## src/rtl/proc_control_unit_pkg.sv

```systemverilog
// Shared definitions for the 8x16-bit simple processor control path:
// opcode and time-step encodings plus instruction-register field positions.
package proc_pkg;

   localparam int IR_OP_LSB = 6;
   localparam int IR_X_LSB  = 3;
   localparam int IR_Y_LSB  = 0;

   typedef enum logic [2:0] {
      OP_MV   = 3'b000,
      OP_MVI  = 3'b001,
      OP_ADD  = 3'b010,
      OP_SUB  = 3'b011,
      OP_LD   = 3'b100,
      OP_ST   = 3'b101,
      OP_MVNZ = 3'b110,
      OP_NOP  = 3'b111
   } opcode_e;

   typedef enum logic [2:0] {
      T0 = 3'd0,
      T1 = 3'd1,
      T2 = 3'd2,
      T3 = 3'd3,
      T4 = 3'd4,
      T5 = 3'd5
   } tstep_e;

endpackage

```

## src/rtl/proc_control_unit_dec3to8.sv

```systemverilog
// 3-bit index to 8-bit one-hot decoder with enable; all zeros when disabled.
module dec3to8 (
   input  logic [2:0] idx_i,
   input  logic       en_i,
   output logic [7:0] onehot_o
);

   always_comb begin
      onehot_o = '0;
      if (en_i) onehot_o[idx_i] = 1'b1;
   end

endmodule

```

## src/rtl/proc_control_unit.sv

```systemverilog
// Fetch/execute sequencer for the simple processor: a registered time-step
// counter with every datapath strobe decoded combinationally from it.
module proc_control_unit
   import proc_pkg::*;
#(
   parameter int IR_W    = 9,
   parameter int PC_IDX  = 7,
   parameter int TSTEP_W = 3
) (
   input  logic               Clock,
   input  logic               Resetn,
   input  logic               Run,
   input  logic [IR_W-1:0]    IR,
   input  logic               Gnz,
   output logic [TSTEP_W-1:0] Tstep_Q,
   output logic               IRin,
   output logic [7:0]         Rin,
   output logic [7:0]         Rout,
   output logic               Gout,
   output logic               DINout,
   output logic               Ain,
   output logic               Gin,
   output logic               AddSub,
   output logic               ADDRin,
   output logic               DOUTin,
   output logic               W_D,
   output logic               incr_pc,
   output logic               Done
);

   localparam logic [2:0] PC_SEL = 3'(PC_IDX);

   tstep_e     tstep_q, tstep_d;
   opcode_e    op;
   logic [2:0] rx, ry;
   logic [2:0] rin_idx, rout_idx;
   logic       rin_en, rout_en;

   assign op = opcode_e'(IR[IR_OP_LSB +: 3]);
   assign rx = IR[IR_X_LSB +: 3];
   assign ry = IR[IR_Y_LSB +: 3];

   always_ff @(posedge Clock or negedge Resetn) begin
      if (!Resetn) tstep_q <= T0;
      else         tstep_q <= tstep_d;
   end

   assign Tstep_Q = TSTEP_W'(tstep_q);

   // Strobes are gated by Resetn so nothing fires while reset is held, even in T0 with Run high.
   always_comb begin
      tstep_d  = T0;
      rin_idx  = rx;
      rout_idx = ry;
      rin_en   = 1'b0;
      rout_en  = 1'b0;
      IRin     = 1'b0;
      Gout     = 1'b0;
      DINout   = 1'b0;
      Ain      = 1'b0;
      Gin      = 1'b0;
      AddSub   = 1'b0;
      ADDRin   = 1'b0;
      DOUTin   = 1'b0;
      W_D      = 1'b0;
      incr_pc  = 1'b0;
      Done     = 1'b0;
      if (Resetn) begin
         unique case (tstep_q)
            T0: begin
               if (Run) begin
                  rout_idx = PC_SEL;
                  rout_en  = 1'b1;
                  ADDRin   = 1'b1;
                  incr_pc  = 1'b1;
                  tstep_d  = T1;
               end
            end
            T1: tstep_d = T2;
            T2: begin
               IRin    = 1'b1;
               tstep_d = T3;
            end
            T3: begin
               tstep_d = T4;
               unique case (op)
                  OP_MV: begin
                     rout_en = 1'b1;
                     rin_en  = 1'b1;
                     Done    = 1'b1;
                     tstep_d = T0;
                  end
                  OP_MVI: begin
                     rout_idx = PC_SEL;
                     rout_en  = 1'b1;
                     ADDRin   = 1'b1;
                     incr_pc  = 1'b1;
                  end
                  OP_ADD, OP_SUB: begin
                     rout_idx = rx;
                     rout_en  = 1'b1;
                     Ain      = 1'b1;
                  end
                  OP_LD, OP_ST: begin
                     rout_en = 1'b1;
                     ADDRin  = 1'b1;
                  end
                  OP_MVNZ: begin
                     rout_en = Gnz;
                     rin_en  = Gnz;
                     Done    = 1'b1;
                     tstep_d = T0;
                  end
                  OP_NOP: begin
                     Done    = 1'b1;
                     tstep_d = T0;
                  end
               endcase
            end
            T4: begin
               tstep_d = T5;
               unique case (op)
                  OP_ADD, OP_SUB: begin
                     rout_en = 1'b1;
                     Gin     = 1'b1;
                     AddSub  = (op == OP_SUB);
                  end
                  OP_ST: begin
                     rout_idx = rx;
                     rout_en  = 1'b1;
                     DOUTin   = 1'b1;
                  end
                  OP_MVI, OP_LD: ;
                  default: tstep_d = T0;
               endcase
            end
            T5: begin
               unique case (op)
                  OP_MVI, OP_LD: begin
                     DINout = 1'b1;
                     rin_en = 1'b1;
                     Done   = 1'b1;
                  end
                  OP_ADD, OP_SUB: begin
                     Gout   = 1'b1;
                     rin_en = 1'b1;
                     Done   = 1'b1;
                  end
                  OP_ST: begin
                     W_D  = 1'b1;
                     Done = 1'b1;
                  end
                  default: ;
               endcase
            end
            default: tstep_d = T0;
         endcase
      end
   end

   dec3to8 u_rin_dec (
      .idx_i    (rin_idx),
      .en_i     (rin_en),
      .onehot_o (Rin)
   );

   dec3to8 u_rout_dec (
      .idx_i    (rout_idx),
      .en_i     (rout_en),
      .onehot_o (Rout)
   );

endmodule

```

## config.mk

```make
export PLATFORM = sky130hd
export DESIGN_NAME = proc_control_unit
export DESIGN_NICKNAME = d
export VERILOG_FILES = /design/src/rtl/proc_control_unit_pkg.sv /design/src/rtl/proc_control_unit_dec3to8.sv /design/src/rtl/proc_control_unit.sv
export SDC_FILE = /design/constraint.sdc
export NUM_CORES = 1
export LEC_CHECK = 0
export CAP_MARGIN = 15
export CORE_MARGIN = 5
export CORE_UTILIZATION = 45
export CTS_CLUSTER_DIAMETER = 50
export DETAILED_ROUTE_END_ITERATION = 6
export DONT_BUFFER_PORTS = 1
export PLACE_DENSITY = 0.67
export SYNTH_ARGS = -nofsm -noshare
export SYNTH_HDL_FRONTEND = slang
export SYNTH_SLANG_ARGS = --single-unit
```

## constraint.sdc

```tcl
create_clock -name Clock -period 2.6 [get_ports Clock]
set_input_delay 0.26 -clock Clock [delete_from_list [all_inputs] [get_ports Clock]]
set_output_delay 0.26 -clock Clock [all_outputs]
set_load 0.005 [all_outputs]
```

# Word level (Yosys, flattened, before mapping)
# Index checks and enable logic that the tools add are counted.
# Widths: inputs -> output; s select.
[totals] out_inout_bits=30 wordCells=84 regBits=3 input_bits=13
[op_classes] mux=55 magnitude_cmp=4 n_eq_ne=12 n_reduce_logical=12
[ops] op="$mux 1" count=35
[ops] op="$eq 3x3->1 const B" count=6
[ops] op="$mux 3" count=6
[ops] op="$mux 8" count=2
[ops] op="$pmux 3 s5" count=1
[ops] op="$eq 3x2->1 const B" count=4
[ops] op="$pmux 1 s2" count=6
[ops] op="$pmux 3 s3" count=1
[ops] op="$reduce_or 3->1" count=3
[ops] op="$lt 3x4->1 const B" count=2
[ops] op="$demux 1 s3" count=2
[ops] op="$eq 3x1->1 const B" count=2
[ops] op="$ge 3x1->1 const B" count=2
[ops] op="$logic_not 3->1" count=2
[ops] op="$pmux 3 s2" count=1
[ops] op="$reduce_or 6->1" count=1
[ops] op="$reduce_or 5->1" count=1
[ops] op="$reduce_or 2->1" count=2
[ops] op="$reduce_or 4->1" count=1
[ops] op="$pmux 1 s3" count=1
[ops] op="$logic_and 1x1->1" count=2

# Longest topological paths before layout
# Gate-level depths: netlist (run 1).
[logic_depth] ltp_word=10 ltp_mapped=6 mapped_depth_nobuf=4

# Hierarchy
# From an unflattened synthesis (run 1), not the netlist that was laid out.
[hier_totals] cells_unflattened=100 area_unflattened_um2=808.3
[by_module_without_submodules] mod="proc_control_unit" n_inst=1 area_per_inst_um2=616.8 cells_each=84
[by_module_without_submodules] mod="dec3to8 (u_rin_dec)" n_inst=1 area_per_inst_um2=96.3 cells_each=8
[by_module_without_submodules] mod="dec3to8 (u_rout_dec)" n_inst=1 area_per_inst_um2=95.1 cells_each=8

# Worst setup path before layout (run 1)
# Ideal clock, no wire load.
[synth_timing] kind="reg2out" start="register tstep_q[0] (netlist: Tstep_Q[0])" end="output Rout[0]" stages_incl_launch_ff=6 path_buffers=1 arrival_ps=1618 required_time_ps=2340 path_slack_ps=722 path_cell_list="dfrtp_1 -> buf_6 -> or2_4 -> nor3b_1 -> o31ai_2 -> nor4_1"
[synth_between] elab_chain_cells=8 word_cells_on_any_way=13 cone_classes="order compare (2); eq/ne (2); mux (7); reduce/logical (2)"
[synth_rtl] item="from (decl)" line_no="proc_control_unit.sv:33" rtl="tstep_e tstep_q, tstep_d;"
[synth_rtl] item="from (signal assigned)" line_no="proc_control_unit.sv:45" rtl="else tstep_q <= tstep_d;"
[synth_rtl] item="$eq 3x3->1, or another cell as far along" line_no="proc_control_unit.sv:69" rtl="unique case (tstep_q)"
[synth_rtl] item="$pmux 3 s3" line_no="proc_control_unit.sv:69"
[synth_rtl] item="$mux 3" line_no="proc_control_unit.sv:68" rtl="if (Resetn) begin"
[synth_rtl] item="$lt 3x4->1 (implied by the code) or $ge 3x1->1 (tied branches)" line_no="proc_control_unit_dec3to8.sv:10" rtl="if (en_i) onehot_o[idx_i] = 1'b1;"
[synth_rtl] item="$logic_and 1x1->1 (implied by the code)" line_no="proc_control_unit_dec3to8.sv:10"
[synth_rtl] item="$mux 1 (implied by the code)" line_no="proc_control_unit_dec3to8.sv:10"
[synth_rtl] item="$demux 1 s3"
[synth_rtl] item="$mux 8 *" line_no="proc_control_unit_dec3to8.sv:10"
[synth_rtl] item="to (decl)" line_no="proc_control_unit.sv:18" rtl="output logic [7:0] Rout,"
# Every way passes the cells marked *; elsewhere a longest branch is shown, timed or not.

# Worst setup path in the final report (run 1)
[layout_timing] start="register tstep_q[2] (netlist: Tstep_Q[2])" end="output Rout[6]"
# The elaborated chain is that of the path after synthesis.

==> impl_metrics.toml, run 1 <==
[place]
gp_congestion = 0.8439
dp_hpwl_um = 1711
port_buffers = 0
place_ws_ns = 0.4437

[critical_path]
rr_worst_depth = 3
crit_type = "register to primary output"
cp-startpoint = "Tstep_Q[2]"
start_kind = "register"
r2r_slack_ns = 1.23
cp_slowest_cell = "dfrtp_1"
critPathMaxFanout = 11
arrival_ns = 2.16
end_kind = "primary output"
critPathRequiredTime_ns = 2.34
critPathMaxStageDelay_ns = 0.46
r2r_start = "Tstep_Q[0]"
worstReg2RegEnd = "Tstep_Q[2]"
crit_chain = "nand3b_1 > buf_4 > o32ai_2 > o221ai_1 > nor4_1"

[yosys]
yosysTopAreaCellShare = 0.09375
syn_area_per_cell_um2 = 8.008
ys_seq_area_frac = 0.09375
syn_inst = 100
ys.warnings.count = 0
yosysMostFrequentCell = "nor4_1"
synth_area_leaders = "dfrtp_1 9.4%, nor4_1 8.6%, nor3_1 5.6%"
synth-main-ff-cell = "dfrtp_1"
synth_fp_nets = 113
asyncSetResetFlopFracSynth = 1.000
yosys-top-cells-count = "11 x nor4_1, 9 x nor3_1, 7 x nor2_1"
synthDistinctLibCells = 42
netlist_area_um2 = 800.8
yosysTopAreaCell = "dfrtp_1"
synth_edf_count = 0
ys_seq_elements = 3

[final_layout]
syn2layout_area_growth_pct = 1.719
multi_input_area_um2 = 660.6
seqCellArea_um2 = 75.07
largest_reg_flops = 3
diodes = 0
drive_gt1_frac = 0.2347
fin_nets = 112
nFillCells = 178

[route]
drc = 0
vias = 824
dr.pass1.iters = 4
viasPerCell = 6.699
avgRoutedWirePerCell_um = 17.95
ant_nets = 0
first_iter_violations = 22
wirelength_um = 2208

[pwr]
clkPwrFrac = 0.358
power_w = 0.0002371
seqPwrFrac = 0.257
p_per_area_nw_per_um2 = 291.1
p_int_w = 0.0001518
swShare = 0.3596
vdd_drop_max_mv = 0.1779
power.switching_w = 0.00008527
cellLeakagePower_nw = 0.2566
p_comb_frac = 0.385

[timing]
worst_slew_pin_slew_ns = 0.7210
slew_headroom = 0.5183
hold_viol_final = 0
setup_tns_ns = 0
drv_slew = 0
rsz0062_at_grt = "true"
fmax_mhz = 413.5
finClkSkew_ns = 0.001359
whs_ns = 0.1866
layout_setup_ws_ns = 0.1816
min_period_ns = 2.418
period_share = 0.9302
setup_viol = 0

[clock_tree]
cts_buffers = 3
htree_levels = 1
tritoncts = "done"
post_cts_buffers = 0
cts.sinks = 3
clk_latency_ns = 0.24
clk_path_buf_depth = 2
clk_pin_slew_ns = 0.04
cts_root_buffer = "clkbuf_4"

[hold_path]
hp-start = "Resetn"
hold_end = "Tstep_Q[0]"
whs_path_depth = 2
min_path_type = "input port to register"

[floorplanning]
core_um2 = 1708
std_cell_rows = 15
die_area_um2 = 2723
start_util = 0.4689
ioPinCount = 43
die-height_um = 52.19
die_w_um = 52.19

[global_routing]
grt_util_all_layers = 0.1734
grt_max_degree = 16
antenna_found_initial = 0
grt_pass1_vias = 763
grt.overflow.total = 0
grt_pass1_wl_um = 3615

[status]
status = "completed"

[flow_run]
drv_cap = 0
==> cells in the final DEF (no fill, tap or decap), types with 2 or more instances in the layout <==
| cell | instances |
|---|---|
| nor4_1 | 10 |
| nor3_1 | 9 |
| nor2_1 | 7 |
| nand2b_1 | 6 |
| nand2_1 | 5 |
| o21ba_2 | 4 |
| dfrtp_1 | 3 |
| a21oi_1 | 3 |
| o21bai_1 | 3 |
| mux2i_1 | 3 |
| o221ai_1 | 3 |
| nor4b_2 | 3 |
| clkbuf_4 | 3 |
| xnor2_1 | 2 |
| nor2b_1 | 2 |
| o32ai_1 | 2 |
| o221a_2 | 2 |
| nand3_1 | 2 |
| o21a_1 | 2 |
==> metrics by stage <==
stage,cells,utilization,instance area (um^2)
5_1_grt,123,0.4769,814.5
3_5_place_dp,118,0.4520,772.0
4_1_cts,123,0.4733,808.3
3_3_place_gp,118,0.4520,772.0
6_report,123,0.4769,814.5
2_1_floorplan,100,-,800.8
==> power by group through the flow <==
stage / combinational (W) / clock [W] / sequential, W
2_1_floorplan: 0.0000947 / 0 / 0.0000569
3_3_place_gp: 0.0000868 / 0 / 0.0000609
3_5_place_dp: 0.0000884 / 0 / 0.0000615
4_1_cts: 0.0000903 / 0.0000864 / 0.0000607
5_1_grt: 0.000101 / 0.0000928 / 0.0000625
6_report: 0.0000914 / 0.0000849 / 0.0000608
==> cells by family after synthesis <==
kind of cell           after synthesis  synth area share
AO/OA/AOI/OAI                       26            0.3063
AND/OR/NAND/NOR                     57            0.4516
flip-flops                           3           0.09375
XOR/XNOR                             2           0.02188
multiplexers                         3           0.03750
buffers and inverters                9           0.08904
==> per-layer routing <==
| layer | up-vias | track usage | routed length (um) |
|---|---|---|---|
| met1 | 403 | 0.2197 | 936 |
| met2 | 27 | 0.2803 | 1078 |
| met4 | 0 | 0.02553 | 0 |
| met5 | - | 0 | 0 |
| li1 | 394 | - | - |
| met3 | 0 | 0.07123 | 193 |
==> repair_timing <==
item	4_1_cts	5_1_grt
resized for setup	0	1
hold buffers	1	0
setup endpoints to repair	0	1
hold endpoints to repair	3	0
==> area by class of cell <==
| class | instances | share of cell area |
|---|---|---|
| tap | 25 | 0.03840 |
| clock buffer | 4 | 0.03226 |
| inverter | 1 | 0.004608 |
| multi-input combinational | 88 | 0.8111 |
| timing repair buffer | 2 | 0.02151 |
| sequential | 3 | 0.09217 |
==> worst max-delay path by stage <==
stage                         end  slack, ns  cells past startpoint
after floorplan           Rout[0]       0.72                      5
after global placement    Rout[4]       0.47                      4
after detailed placement  Rout[5]       0.44                      4
after CTS                 Rout[0]       0.19                      5
after global routing      Rout[6]     -0.005                      5
final                     Rout[6]       0.18                      5
==> critical path, delay by kind of cell (launching register included) <==
family	cells	cell delay, ns
AO/OA/AOI/OAI	2	0.54
flip-flops	1	0.46
buffers and inverters	1	0.22
AND/OR/NAND/NOR	2	0.69
(Power assumes the default switching activity.)
==> inputs of run 2 (changes only) <==
- ABC_CLOCK_PERIOD_IN_PS: default -> 2400
- SKIP_LAST_GASP: default -> 1
- clock period: 2.6 -> 2.4 ns (I/O delays scaled with it)
==> run 2 against run 1 <==
  * Flip-flop and latch count unchanged
  * Register-to-register slack worse by 0.21 ns
  * Worst setup slack worse by 0.059 ns
  * Largest cell class unchanged
  * Critical path depth shrank 1
  * Global-route usage hardly changed
  * Critical endpoint unchanged
  * Clock-buffer cell count did not move
  * Worst hold slack got worse by 0.029 ns
  * Final cell count up 1.6%
  * Clock power increased by 6.4%
==> impl_metrics.toml, run 2 (synthesis gave the netlist of run 1 again) <==
[floorplanning]
die-height_um = 52.19
die_w_um = 52.19
core_um2 = 1708
start_util = 0.4689
die_area_um2 = 2723
ioPinCount = 43
std_cell_rows = 15

[route]
first_iter_violations = 10
wirelength_um = 2345
ant_nets = 0
vias = 852
drc = 0
dr.pass1.iters = 4
viasPerCell = 6.816
avgRoutedWirePerCell_um = 18.76

[timing]
worst_slew_pin_slew_ns = 0.8434
drv_slew = 0
period_share = 0.9489
fmax_mhz = 439.1
setup_tns_ns = 0
min_period_ns = 2.277
slew_headroom = 0.4366
hold_viol_final = 0
finClkSkew_ns = 0.001967
setup_viol = 0
whs_ns = 0.1573

[final_layout]
diodes = 0
utilization = 0.5370
fin_nets = 114
layout_commonest_cell = "nor3_1"
final_cells = 125
final_cell_mix = "9 x nor3_1, 8 x nor4_2, 7 x nor2_1, 6 x nand2b_1, 5 x nand2_1"
largest_reg_flops = 3
seqCellArea_um2 = 77.57
drive_gt1_frac = 0.3900
nFillCells = 163
multi_input_area_um2 = 745.7
syn2layout_area_growth_pct = 14.53

[global_routing]
grt_pass1_wl_um = 3698
grt_util_all_layers = 0.1736
antenna_found_initial = 0
grt_pass1_vias = 771
grt_max_degree = 16
grt.overflow.total = 0

[pwr]
cellLeakagePower_nw = 0.2727
power_w = 0.0002738
vdd_drop_max_mv = 0.2692
p_per_area_nw_per_um2 = 298.5

[critical_path]
critPathMaxFanout = 9
crit_type = "register to primary output"
critPathRequiredTime_ns = 2.16
cp_slowest_cell = "or3b_1"
critPathMaxStageDelay_ns = 0.57
crit_chain = "or3b_1 > a21oi_2 > o31ai_4 > nor4_1"
cp_top_family = "simple AND/OR/NAND/NOR gates"
arrival_ns = 2.04
path_buf_inv = 0
end_kind = "primary output"
start_kind = "register"

[place]
port_buffers = 0
gp_congestion = 0.8375
post-place-cells = 119
dp_hpwl_um = 1754

[clock_tree]
clk_pin_slew_ns = 0.04
tritoncts = "done"
htree_levels = 1
clk_path_buf_depth = 2
clk_latency_ns = 0.23
cts_root_buffer = "clkbuf_4"
cts_buffers = 3
cts.sinks = 3

[hold_path]
min_path_type = "input port to register"

[status]
status = "completed"

[flow_run]
drv_cap = 0
-- run 2: changes by cell type in the layout (fill, tap and decap cells not counted), sizes merged --
cell / delta
buf: +2
-- run 2: final timing paths --
path                              end  cells past startpoint  startpoint  slack [ns]
hold / removal             Tstep_Q[0]                      2      Resetn        0.16
max in group asynchronous  Tstep_Q[1]                      1      Resetn        1.98
setup reg to reg           Tstep_Q[2]                      3  Tstep_Q[1]        1.02
min in group asynchronous  Tstep_Q[2]                      1      Resetn        0.26
setup / recovery              Rout[6]                      4  Tstep_Q[1]        0.12
hold reg to reg            Tstep_Q[1]                      2  Tstep_Q[2]        0.59
-- run 2: layer usage --
metal	global-route usage	wire length [um]
met4	0.01277	0
met2	0.3075	1227
met5	0	0
met1	0.2131	957
met3	0.05413	161
-- run 2: per-stage QoR --
stage / setup slack, ns / cell area, um^2
2_1_floorplan: 0.5418 / 800.8
3_3_place_gp: 0.3260 / 779.5
3_5_place_dp: 0.2398 / 779.5
4_1_cts: -0.01473 / 815.8
5_1_grt: -0.001273 / 917.1
6_report: 0.1226 / 917.1
-- run 2: area by class of cell --
cell class | count | area share
Tap cell | 25 | 0.03411
Timing Repair Buffer | 4 | 0.03547
Clock buffer | 4 | 0.02865
Inverter | 1 | 0.004093
Sequential cell | 3 | 0.08458
Multi-Input combinational cell | 88 | 0.8131
-- run 2: what timing repair did --
action,4_1_cts,5_1_grt
hold buffers,1,0
hold endpoints to repair,3,0
setup buffers,0,1
endpoints found under the setup margin,2,15
resized for setup,0,16
pin swaps,0,1
-- run 2: power by group --
group / internal, W / total [W] / switching [W]
Combinational: 0.0000543 / 0.000118 / 0.0000634
Clock: 0.0000624 / 0.0000903 / 0.0000278
Sequential: 0.0000559 / 0.0000658 / 0.00000989
==> inputs of run 3 (changes only) <==
- ABC_AREA: default -> 1
==> run 3 against run 2 <==
  * Synthesized area shrank 12%
  * Global-route usage shrank 0.34 points
  * Die area shrank 9.7%
  * Sequential share of layout area grew 1.6 points
  * Critical path type unchanged
  * Combinational power grew 8%
  * Via count grew 5.5%
  * Register-to-register slack gained 0.20 ns
  * Routed wire length shrank 13%
  * Worst setup slack gained 0.32 ns
  * Highest routed layer is now met4
  * First-iteration DRC count grew 140%
==> impl_metrics.toml, run 3 <==
[timing]
worst_slew_pin_slew_ns = 0.3664
min_period_ns = 1.959
period_share = 0.8160
slew_headroom = 0.7535
setup_tns_ns = 0
fmax_mhz = 510.6
finClkSkew_ns = 0.002902
drv_slew = 0
hold_viol_final = 0
rsz0062_at_grt = "false"
setup_viol = 0

[pwr]
p_per_area_nw_per_um2 = 377.1
cellLeakagePower_nw = 0.3513
vdd_drop_max_mv = 0.3971

[final_layout]
stdcell_area_um2 = 743.2
final_cell_mix = "43 x nand2_1, 27 x nor2_1, 18 x nand3_1, 14 x inv_1, 6 x inv_2"
layout_commonest_cell = "nand2_1"
diodes = 0
nFillCells = 165
drive_gt1_frac = 0.1208
utilization = 0.4992
final_cells = 165
syn2layout_area_growth_pct = 5.319
seqCellArea_um2 = 75.07
multi_input_area_um2 = 521.8
fin_nets = 163
largest_reg_flops = 3

[clock_tree]
clk_path_buf_depth = 2
post_cts_buffers = 0
tritoncts = "done"
htree_levels = 1
clk_pin_slew_ns = 0.04
cts.sinks = 3
clk_latency_ns = 0.23
cts_root_buffer = "clkbuf_4"
cts_buffers = 3

[place]
post-place-cells = 160
place_area_um2 = 706.9
dp_hpwl_um = 1722
gp_congestion = 0.8957
port_buffers = 0

[yosys]
ys_seq_area_frac = 0.1064
synthDistinctLibCells = 19
synth_xor_area_frac = 0
yosys-top-cells-count = "43 x nand2_1, 27 x nor2_1, 18 x nand3_1"
yosysTopAreaCell = "nand2_1"
synth_top_family_by_area = "simple AND/OR/NAND/NOR gates"
asyncSetResetFlopFracSynth = 1.000
yosysTopAreaCellShare = 0.2287
synth_edf_count = 0
yosysMostFrequentCell = "nand2_1"
ys.warnings.count = 0
syn_area_per_cell_um2 = 4.768
syn_inst = 148
synth-compound-area-share = 0.1064
netlist_area_um2 = 705.7
synthAdderAreaFrac = 0
ys_seq_elements = 3
synth-main-ff-cell = "dfrtp_1"
synth.mux.area_fraction = 0
synth-simple-area-share = 0.6330
synth_area_leaders = "nand2_1 23%, nor2_1 14%, nand3_1 13%"
synth_fp_nets = 161

[floorplanning]
die-height_um = 49.60
start_util = 0.4739
die_w_um = 49.60
die_area_um2 = 2460
core_um2 = 1489
ioPinCount = 43
std_cell_rows = 14

[global_routing]
grt_util_all_layers = 0.1701
antenna_found_initial = 0
grt_pass1_vias = 846
met2_usage = 0.2881
grt.overflow.total = 0
use_met1 = 0.1989
grt_use_met3 = 0.05120
top_usage_layer = "met2"
grt_max_degree = 13
grt_pass1_wl_um = 3512

[route]
viasPerCell = 5.448
drc = 0
first_iter_violations = 24
dr.pass1.iters = 4
avgRoutedWirePerCell_um = 12.35
wirelength_um = 2037
vias = 899
ant_nets = 0

[status]
status = "completed"

[hold_path]
min_path_type = "input port to asynchronous set/reset pin"

[critical_path]
arrival_ns = 1.72
critPathRequiredTime_ns = 2.16
end_kind = "primary output"
critPathMaxFanout = 10
start_kind = "register"
crit_type = "register to primary output"

[flow_run]
drv_cap = 0
## run 3: changes by cell type after synthesis, sizes merged, moves of 6 or more
cell,before,now
inv,1,20
nor4,11,3
nand2,5,47
nor2,7,31
nand2b,6,0
o21ai,1,7
nand3,2,18
nor3,10,4
## run 3: final cells by class
cell class / count / share of cell area
Clock buffer: 4 / 0.03535
Sequential cell: 3 / 0.1010
Multi-Input combinational cell: 117 / 0.7020
Inverter: 24 / 0.1212
Timing Repair Buffer: 1 / 0.01347
Tap cell: 16 / 0.02694
## run 3: worst max-delay path: stages, from the launching register on
cell and delay (ns):
dfrtp_1 0.50, nor3_1 0.26, nand2_1 0.17, nand2_1 0.10, nor2_1 0.05, nor2_2 0.10
o21ai_1 0.13, nor2_1 0.17
## run 3: power by group
group	internal, W	switching [W]	total, W
sequential	0.0000554	0.0000105	0.0000659
combinational	0.0000403	0.0000876	0.000128
clock	0.0000622	0.0000244	0.0000865
## run 3: through the flow
step	power, W	hold slack, ns	setup WS (ns)
finish	0.0002803	0.2633	0.4415
global route	0.0003185	0.2499	0.2632
CTS	0.0002841	0.2541	0.4199
detailed placement	0.0001921	-0.05543	0.6733
global placement	0.0001885	-0.05543	0.6939
floorplan	0.0001746	-0.05559	0.9016
## run 3: kinds of logic (layout without fill, tap and decap cells)
kind of cell | count (synthesis) | in the layout
AND/OR/NAND/NOR | 103 | 103
buffers and inverters | 28 | 29
AO/OA/AOI/OAI | 14 | 14
flip-flops | 3 | 3
## run 3: final timing paths
| check | startpoint | end | slack, ns | cells past startpoint |
|---|---|---|---|---|
| setup / recovery | Tstep_Q[2] | Rout[5] | 0.44 | 7 |
| hold / removal | Resetn | Tstep_Q[0] | 0.26 | 1 |
| setup reg to reg | Tstep_Q[0] | Tstep_Q[0] | 1.22 | 5 |
| hold reg to reg | Tstep_Q[2] | Tstep_Q[1] | 0.72 | 1 |
| max in group asynchronous | Resetn | Tstep_Q[1] | 1.99 | 1 |
| min in group Clock | Run | Tstep_Q[0] | 0.26 | 2 |
## run 3: what timing repair did
action / 4_1_cts / 5_1_grt
hold buffers: 1 / 0
resized for setup: 0 / 0
endpoints found under the hold margin: 3 / 0
## run 3: layer usage
layer  vias up  wire [um]
li1        468          -
met4         0         14
met2        35        983
met1       394        848
met5         -          0
met3         2        191
